--- config.mk ---
export PLATFORM = sky130hd
export DESIGN_NAME = register_writeback
export DESIGN_NICKNAME = d
export VERILOG_FILES = /design/src/rtl/mips_pkg.sv /design/src/rtl/wb_dest_select.sv /design/src/rtl/register_writeback.sv
export SDC_FILE = /design/constraint.sdc
export NUM_CORES = 1
export LEC_CHECK = 0
export BUFFER_PORTS_ARGS = -buffer_cell sky130_fd_sc_hd__buf_2
export CAP_MARGIN = 20
export CORE_AREA = 2 2 243 245
export DETAILED_ROUTE_END_ITERATION = 8
export DIE_AREA = 0 0 245 247
export MAX_ROUTING_LAYER = met4
export SYNTH_ARGS = -nofsm -noshare
export SYNTH_HDL_FRONTEND = slang
export SYNTH_HIERARCHICAL = 1
export SYNTH_SLANG_ARGS = --single-unit
export TNS_END_PERCENT = 5
--- constraint.sdc ---
create_clock -name clk -period 5.05 [get_ports clk]
set_clock_uncertainty 0.15 [all_clocks]
set_input_delay 0 -clock clk [delete_from_list [all_inputs] [get_ports clk]]
set_output_delay 0 -clock clk [all_outputs]
set_load 0.01 [all_outputs]
--- src/rtl/mips_pkg.sv ---
// Shared constants and state type for the write-back end of the operand path.
// Imported by wb_dest_select and register_writeback.
package mips_pkg;

   localparam logic [5:0] OP_RTYPE = 6'b000000;

   localparam logic [4:0] REG_T0 = 5'd8;
   localparam logic [4:0] REG_T7 = 5'd15;
   localparam logic [4:0] REG_S0 = 5'd16;
   localparam logic [4:0] REG_S7 = 5'd23;

   typedef enum logic {
      WB_IDLE,
      WB_WAIT_MEM
   } wb_state_t;

endpackage

--- src/rtl/wb_dest_select.sv ---
// Destination decode: rd for R-type, rt otherwise; maps 8..23 onto file
// index 0..15 (t0..t7 then s0..s7).
module wb_dest_select
   import mips_pkg::*;
(
   input  logic [31:0] instruction,
   output logic [4:0]  dest,
   output logic [3:0]  file_idx,
   output logic        dest_ok
);

   logic unused_fields;

   assign unused_fields = ^{instruction[25:21], instruction[10:0]};

   always_comb begin
      dest = instruction[20:16];
      if (instruction[31:26] == OP_RTYPE) begin
         dest = instruction[15:11];
      end
      dest_ok  = (dest >= REG_T0) && (dest <= REG_S7);
      file_idx = 4'(dest - REG_T0);
   end

endmodule

--- src/rtl/register_writeback.sv ---
// Architectural s0..s7/t0..t7 file with ALU/load write-back and a load-wait FSM.
// Optional macro WB_BYPASS_EN forwards the value being written onto the outputs.
module register_writeback
   import mips_pkg::*;
#(
   parameter int                 DATA_W      = 32,
   parameter int                 MEM_TIMEOUT = 15,
   parameter logic [DATA_W-1:0]  RESET_VAL   = '0
) (
   input  logic              clk,
   input  logic              rst,
   input  logic              wb_valid,
   output logic              wb_ready,
   input  logic [31:0]       instruction,
   input  logic [DATA_W-1:0] alu_result,
   input  logic              RegW,
   input  logic              MemToReg,
   input  logic [DATA_W-1:0] mem_rdata,
   input  logic              mem_rdata_valid,
   output logic              wb_ignored,
   output logic              wb_timeout,
   output logic [DATA_W-1:0] s0,
   output logic [DATA_W-1:0] s1,
   output logic [DATA_W-1:0] s2,
   output logic [DATA_W-1:0] s3,
   output logic [DATA_W-1:0] s4,
   output logic [DATA_W-1:0] s5,
   output logic [DATA_W-1:0] s6,
   output logic [DATA_W-1:0] s7,
   output logic [DATA_W-1:0] t0,
   output logic [DATA_W-1:0] t1,
   output logic [DATA_W-1:0] t2,
   output logic [DATA_W-1:0] t3,
   output logic [DATA_W-1:0] t4,
   output logic [DATA_W-1:0] t5,
   output logic [DATA_W-1:0] t6,
   output logic [DATA_W-1:0] t7
);

   localparam int TW = (MEM_TIMEOUT > 1) ? $clog2(MEM_TIMEOUT) : 1;

   wb_state_t         state, state_nx;
   logic [TW-1:0]     timer, timer_nx;
   logic [3:0]        pend_idx, pend_nx;
   logic [DATA_W-1:0] regs [16];
   logic [DATA_W-1:0] view [16];

   logic [4:0]        dest_unused;
   logic [3:0]        dest_idx;
   logic              dest_ok;
   logic              xfer;
   logic              we;
   logic [3:0]        widx;
   logic [DATA_W-1:0] wdata;

   wb_dest_select u_dest (
      .instruction (instruction),
      .dest        (dest_unused),
      .file_idx    (dest_idx),
      .dest_ok     (dest_ok)
   );

   assign wb_ready = (state == WB_IDLE);
   assign xfer     = wb_valid && wb_ready;

   always_comb begin
      state_nx   = state;
      timer_nx   = timer;
      pend_nx    = pend_idx;
      we         = 1'b0;
      widx       = dest_idx;
      wdata      = alu_result;
      wb_ignored = 1'b0;
      wb_timeout = 1'b0;
      unique case (state)
         WB_IDLE: begin
            if (xfer && RegW) begin
               if (!dest_ok) begin
                  wb_ignored = 1'b1;
               end else if (MemToReg) begin
                  state_nx = WB_WAIT_MEM;
                  timer_nx = '0;
                  pend_nx  = dest_idx;
               end else begin
                  we = 1'b1;
               end
            end
         end
         WB_WAIT_MEM: begin
            widx  = pend_idx;
            wdata = mem_rdata;
            // data arriving on the last allowed cycle still wins
            if (mem_rdata_valid) begin
               we       = 1'b1;
               state_nx = WB_IDLE;
            end else if (timer == TW'(MEM_TIMEOUT - 1)) begin
               wb_timeout = 1'b1;
               state_nx   = WB_IDLE;
            end else begin
               timer_nx = timer + 1'b1;
            end
         end
         default: state_nx = WB_IDLE;
      endcase
      if (rst) begin
         we         = 1'b0;
         wb_ignored = 1'b0;
         wb_timeout = 1'b0;
      end
   end

   always_ff @(posedge clk) begin
      if (rst) begin
         state    <= WB_IDLE;
         timer    <= '0;
         pend_idx <= '0;
         for (int i = 0; i < 16; i++) begin
            regs[i] <= RESET_VAL;
         end
      end else begin
         state    <= state_nx;
         timer    <= timer_nx;
         pend_idx <= pend_nx;
         if (we) begin
            regs[widx] <= wdata;
         end
      end
   end

   for (genvar g = 0; g < 16; g++) begin : g_view
`ifdef WB_BYPASS_EN
      assign view[g] = (we && widx == 4'(g)) ? wdata : regs[g];
`else
      assign view[g] = regs[g];
`endif
   end

   assign t0 = view[0];
   assign t1 = view[1];
   assign t2 = view[2];
   assign t3 = view[3];
   assign t4 = view[4];
   assign t5 = view[5];
   assign t6 = view[6];
   assign t7 = view[7];
   assign s0 = view[8];
   assign s1 = view[9];
   assign s2 = view[10];
   assign s3 = view[11];
   assign s4 = view[12];
   assign s5 = view[13];
   assign s6 = view[14];
   assign s7 = view[15];

endmodule

# Word-level counts from Yosys, hierarchy flattened
# Memories as Yosys holds them, arrays and structs flattened.
# Index checks and enable logic that the tools add are counted.
classes:
  add_sub_neg: 2
  n_reduce_logical: 7
  eq_ne: 6
  bitwise_logic: 1
  n_lt_le_gt_ge: 2
  n_mux: 37
ops:
  columns: ["op", "n"]
  rows:
  - ["two-way mux 32 bit", 2]
  - ["OR reduction 32 bit", 1]
  - ["two-way mux 4 bit", 7]
  - ["two-way mux 1 bit", 24]
  - ["one-hot mux 4 bit (2 select lines)", 1]
  - ["zero test 6 bit", 1]
  - ["!= test 2 x 1 -> 1 bit (second input constant)", 3]
  - ["greater-or-equal comparator 5 x 4 -> 1 bit (second input constant)", 1]
  - ["<= comparator 5 bit (second input constant)", 1]
  - ["two-way mux 5 bit", 1]
  - ["AND reduction 5 bit", 1]
  - ["adder 4 x 1 -> 4 bit (second input constant)", 1]
  - ["== test 4 bit (second input constant)", 1]
  - ["!= test 2 bit (second input constant)", 2]
  - ["one-hot mux 1 bit (2 select lines)", 2]
  - ["AND reduction 4 bit", 1]
  - ["subtractor 4 bit (second input constant)", 1]
  - ["logical AND 1 bit", 3]
  - ["NOT 1 bit", 1]
word_totals:
  mem_count: 1
  ram_bits: 512
  elab_cells: 59
  ff_bits: 9
memory_table:
  columns: ["name", "depth", "word_bits", "rd", "rd_ports_with_merged_regs", "wr", "line_no", "rtl"]
  rows:
  - ["regs", 16, 32, 16, 0, 16, "register_writeback.sv:45", "logic [DATA_W-1:0] regs [16];"]

# Longest topological paths before layout
depth:
  ltp_word: 13
  ltp_mapped: 11

# Cells and area by module
# Netlist, hierarchy kept.
modules_own_cells:
  columns: ["module", "cells_each", "n_inst", "area_each_um2"]
  rows:
  - ["register_writeback", 1301, 1, 19263.5]
  - ["wb_dest_select", 15, 1, 138.9]

# Worst setup path before layout
# Ideal clock, no wire load.
synth_timing:
  path_kind: "input port to flip-flop"
  start: "in instruction[29]"
  end: "mem regs[9][0] (enable)"
  path_buffers: 2
  setup_time_ns: 0.428
  cell_stages: 8
  setup_slack_ns: 1.472
  t_arrival_ns: 3.000
  t_required_ns: 4.472
  path_cell_list: "nor4_2 > nand2_2 > mux2_2 > buf_4 > nand2b_1 > o21a_1 > clkbuf_1 > o21bai_1"
synth_lines:
  columns: ["item", "line_no", "rtl"]
  rows:
  - ["start, declared", "register_writeback.sv:14", "input logic [31:0] instruction,"]
  - ["end, declared", "register_writeback.sv:45", null]

==> run_results.csv <==
group,metric,value,unit
run_status,status,"completed",
finish,final_area,25900,µm²
worst_setup_path,rr_worst_depth,5,
place,portBuffers,600,
flow_run,cap_violations,0,
timing,hold_violations,0,
timing,grt_setup_unrepaired,"false",
pwr,p_leak,0.0106,µW
synthesis,avgSynthCellArea,14.7,µm²
drt,drt.antenna.violating_nets,0,
worst_setup_path,reg2reg_to,"regs[5][25]",
drt,wl_per_cell,23.8,µm
cts,ctsResizeCount,0,
worst_setup_path,worstSetupPathType,"reg -> reg",
min_path,hp-class,"in -> reg",
finish,area_growth,33.7,%
finish,fin_util,0.445,
worst_setup_path,crit_chain,"nand2_1 -> nor3_4 -> nor2_1 -> o21bai_4 -> buf_4",
floorplanning,die-area,60500,µm²
timing,period_needed,3570,ps
cts,cts_inserted_buffers,52,
min_path,whs_endpoint,"regs[11][1]",
place,dp_hpwl,45500,µm
drt,met3_wirelength,7590,µm
drt,highest_layer,"met4",
synthesis,syn_nets,1418,
floorplanning,core,58200,µm²
timing,worstMarginPinSlew,1110,ps
cts,clk_pin_slew_worst_paths,60,ps
finish,register_area,15600,µm²
min_path,hp-start,"RegW",
pwr,cellPowerDensity,365,nW/µm²
cts,holdBufCountCts,81,
floorplanning,chipWidth,245,µm
synthesis,synth_area,19400,µm²
drt,wl_met2,32000,µm
drt,num_vias,13702,
synthesis,ys.warnings.count,6,
finish,finalNetCount,2104,
cts,cts_sinks,521,
drt,drt_iter0_drc,1255,
cts,clk-insertion-delay-late,590,ps
drt,vias_per_cell,4.87,
place,place_congestion,0.820,
cts,tritoncts,"built",
drt,postRouteWirelength,67000,µm
worst_setup_path,worstPathMaxFanout,36,
grt,antenna_found_initial,4,
timing,fin_tns_setup,0,ps
timing,relSlewSlack,0.256,
cts,cts_root_buffer,"clkbuf_16",
grt,grt_max_degree,64,
drt,route.detailed.drc,0,
finish,final_common_cell,"buf_2",
worst_setup_path,reg2reg_from,"state",
drt,wl_met1,25800,µm
worst_setup_path,rrSetupSlack,1480,ps
timing,drv_slew,0,
finish,drive_gt1_frac,0.394,
min_path,hold_depth,4,
floorplanning,dieHeight,247,µm
worst_setup_path,worstSetupStartpointType,"register",
pwr,ir_drop,0.267,mV
floorplanning,pin_count,617,
timing,clock.fmax,0.280,GHz
cts,cts_setup_buffers,0,
finish,final_cell_mix,"600 x buf_2, 512 x edfxtp_1, 469 x nor2_1",
worst_setup_path,cp_data_arrival_time,3710,ps
worst_setup_path,critPathMaxStageDelay,860,ps
cts,htree_levels,2,
worst_setup_path,crit_buf_inv,1,
worst_setup_path,critPathTopFamily,"simple AND/OR/NAND/NOR gates",
place,placed_area,23400,µm²
floorplanning,start_util,0.333,
timing,post-route-period-util,0.707,
timing,setup_viol,0,
finish,multi_input_area,3490,µm²
cts,clk_path_buf_depth,3,
finish,n_fill_cell,5336,
grt,track_usage,0.220,
grt,grt_pass1_wl,92300,µm
synthesis,postSynthCellCount,1314,
worst_setup_path,critical_path_required,5190,ps
pwr,finalPower,9470,µW
grt,grt_overflow_total,0,
grt,grt_pass1_vias,13563,
worst_setup_path,endpoint_kind,"register",
floorplanning,placementRows,89,
drt,firstDrtPassIters,5,
worst_setup_path,critical_path.slowest_cell,"o21bai_4",
report_power, final:
part | leakage (µW) | total [µW] | internal (µW) | switching, µW
Clock | 0.000805 | 3830 | 2160 | 1670
Combinational | 0.00441 | 711 | 234 | 477
Sequential | 0.00540 | 4930 | 4880 | 48.8
per-layer routing:
| layer | GRT usage | vias to the layer above |
|---|---|---|
| li1 | - | 5978 |
| met1 | 0.277 | 6793 |
| met2 | 0.351 | 831 |
| met3 | 0.0588 | 100 |
| met4 | 0.0574 | 0 |
| met5 | - | - |
registers in the layout (all words and copies together), names as in the netlist:
signal / cells
pend_idx: 4
regs: 512
timer: 4
state: 1
worst min-delay path: stages:
cell and delay (ps):
buf_2 120, and4b_1 260, a2bb2oi_4 140, nor3_1 130
cell type report:
cell class	count	area share
Tap cell	773	0.0373
Antenna cell	2	0.000193
Clock inverter	32	0.0109
Clock buffer	63	0.0534
Multi-Input combinational cell	689	0.135
Inverter	2	0.000290
Timing Repair Buffer	734	0.163
Sequential cell	521	0.600
metrics by stage:
step	cells	hold WS (ps)	worst slack (ps)
finish	2816	42.9	1480
global route	2814	54.9	1270
CTS	2813	6.38	1460
detailed placement	2637	209	1470
global placement	2637	209	1550
floorplan	1314	-0.735	1500
worst max-delay path by stage:
| stage | startpoint | endpoint | slack (ps) | depth (start not counted) |
|---|---|---|---|---|
| 2_1_floorplan | instruction[29] | regs[9][0] | 1500 | 8 |
| 3_3_place_gp | state | regs[5][24] | 1550 | 5 |
| 3_5_place_dp | state | regs[5][24] | 1470 | 5 |
| 4_1_cts | state | regs[5][15] | 1460 | 5 |
| 5_1_grt | state | regs[5][16] | 1270 | 5 |
| 6_report | state | regs[5][25] | 1480 | 5 |
No activity file was read; power rests on OpenSTA's default activity.
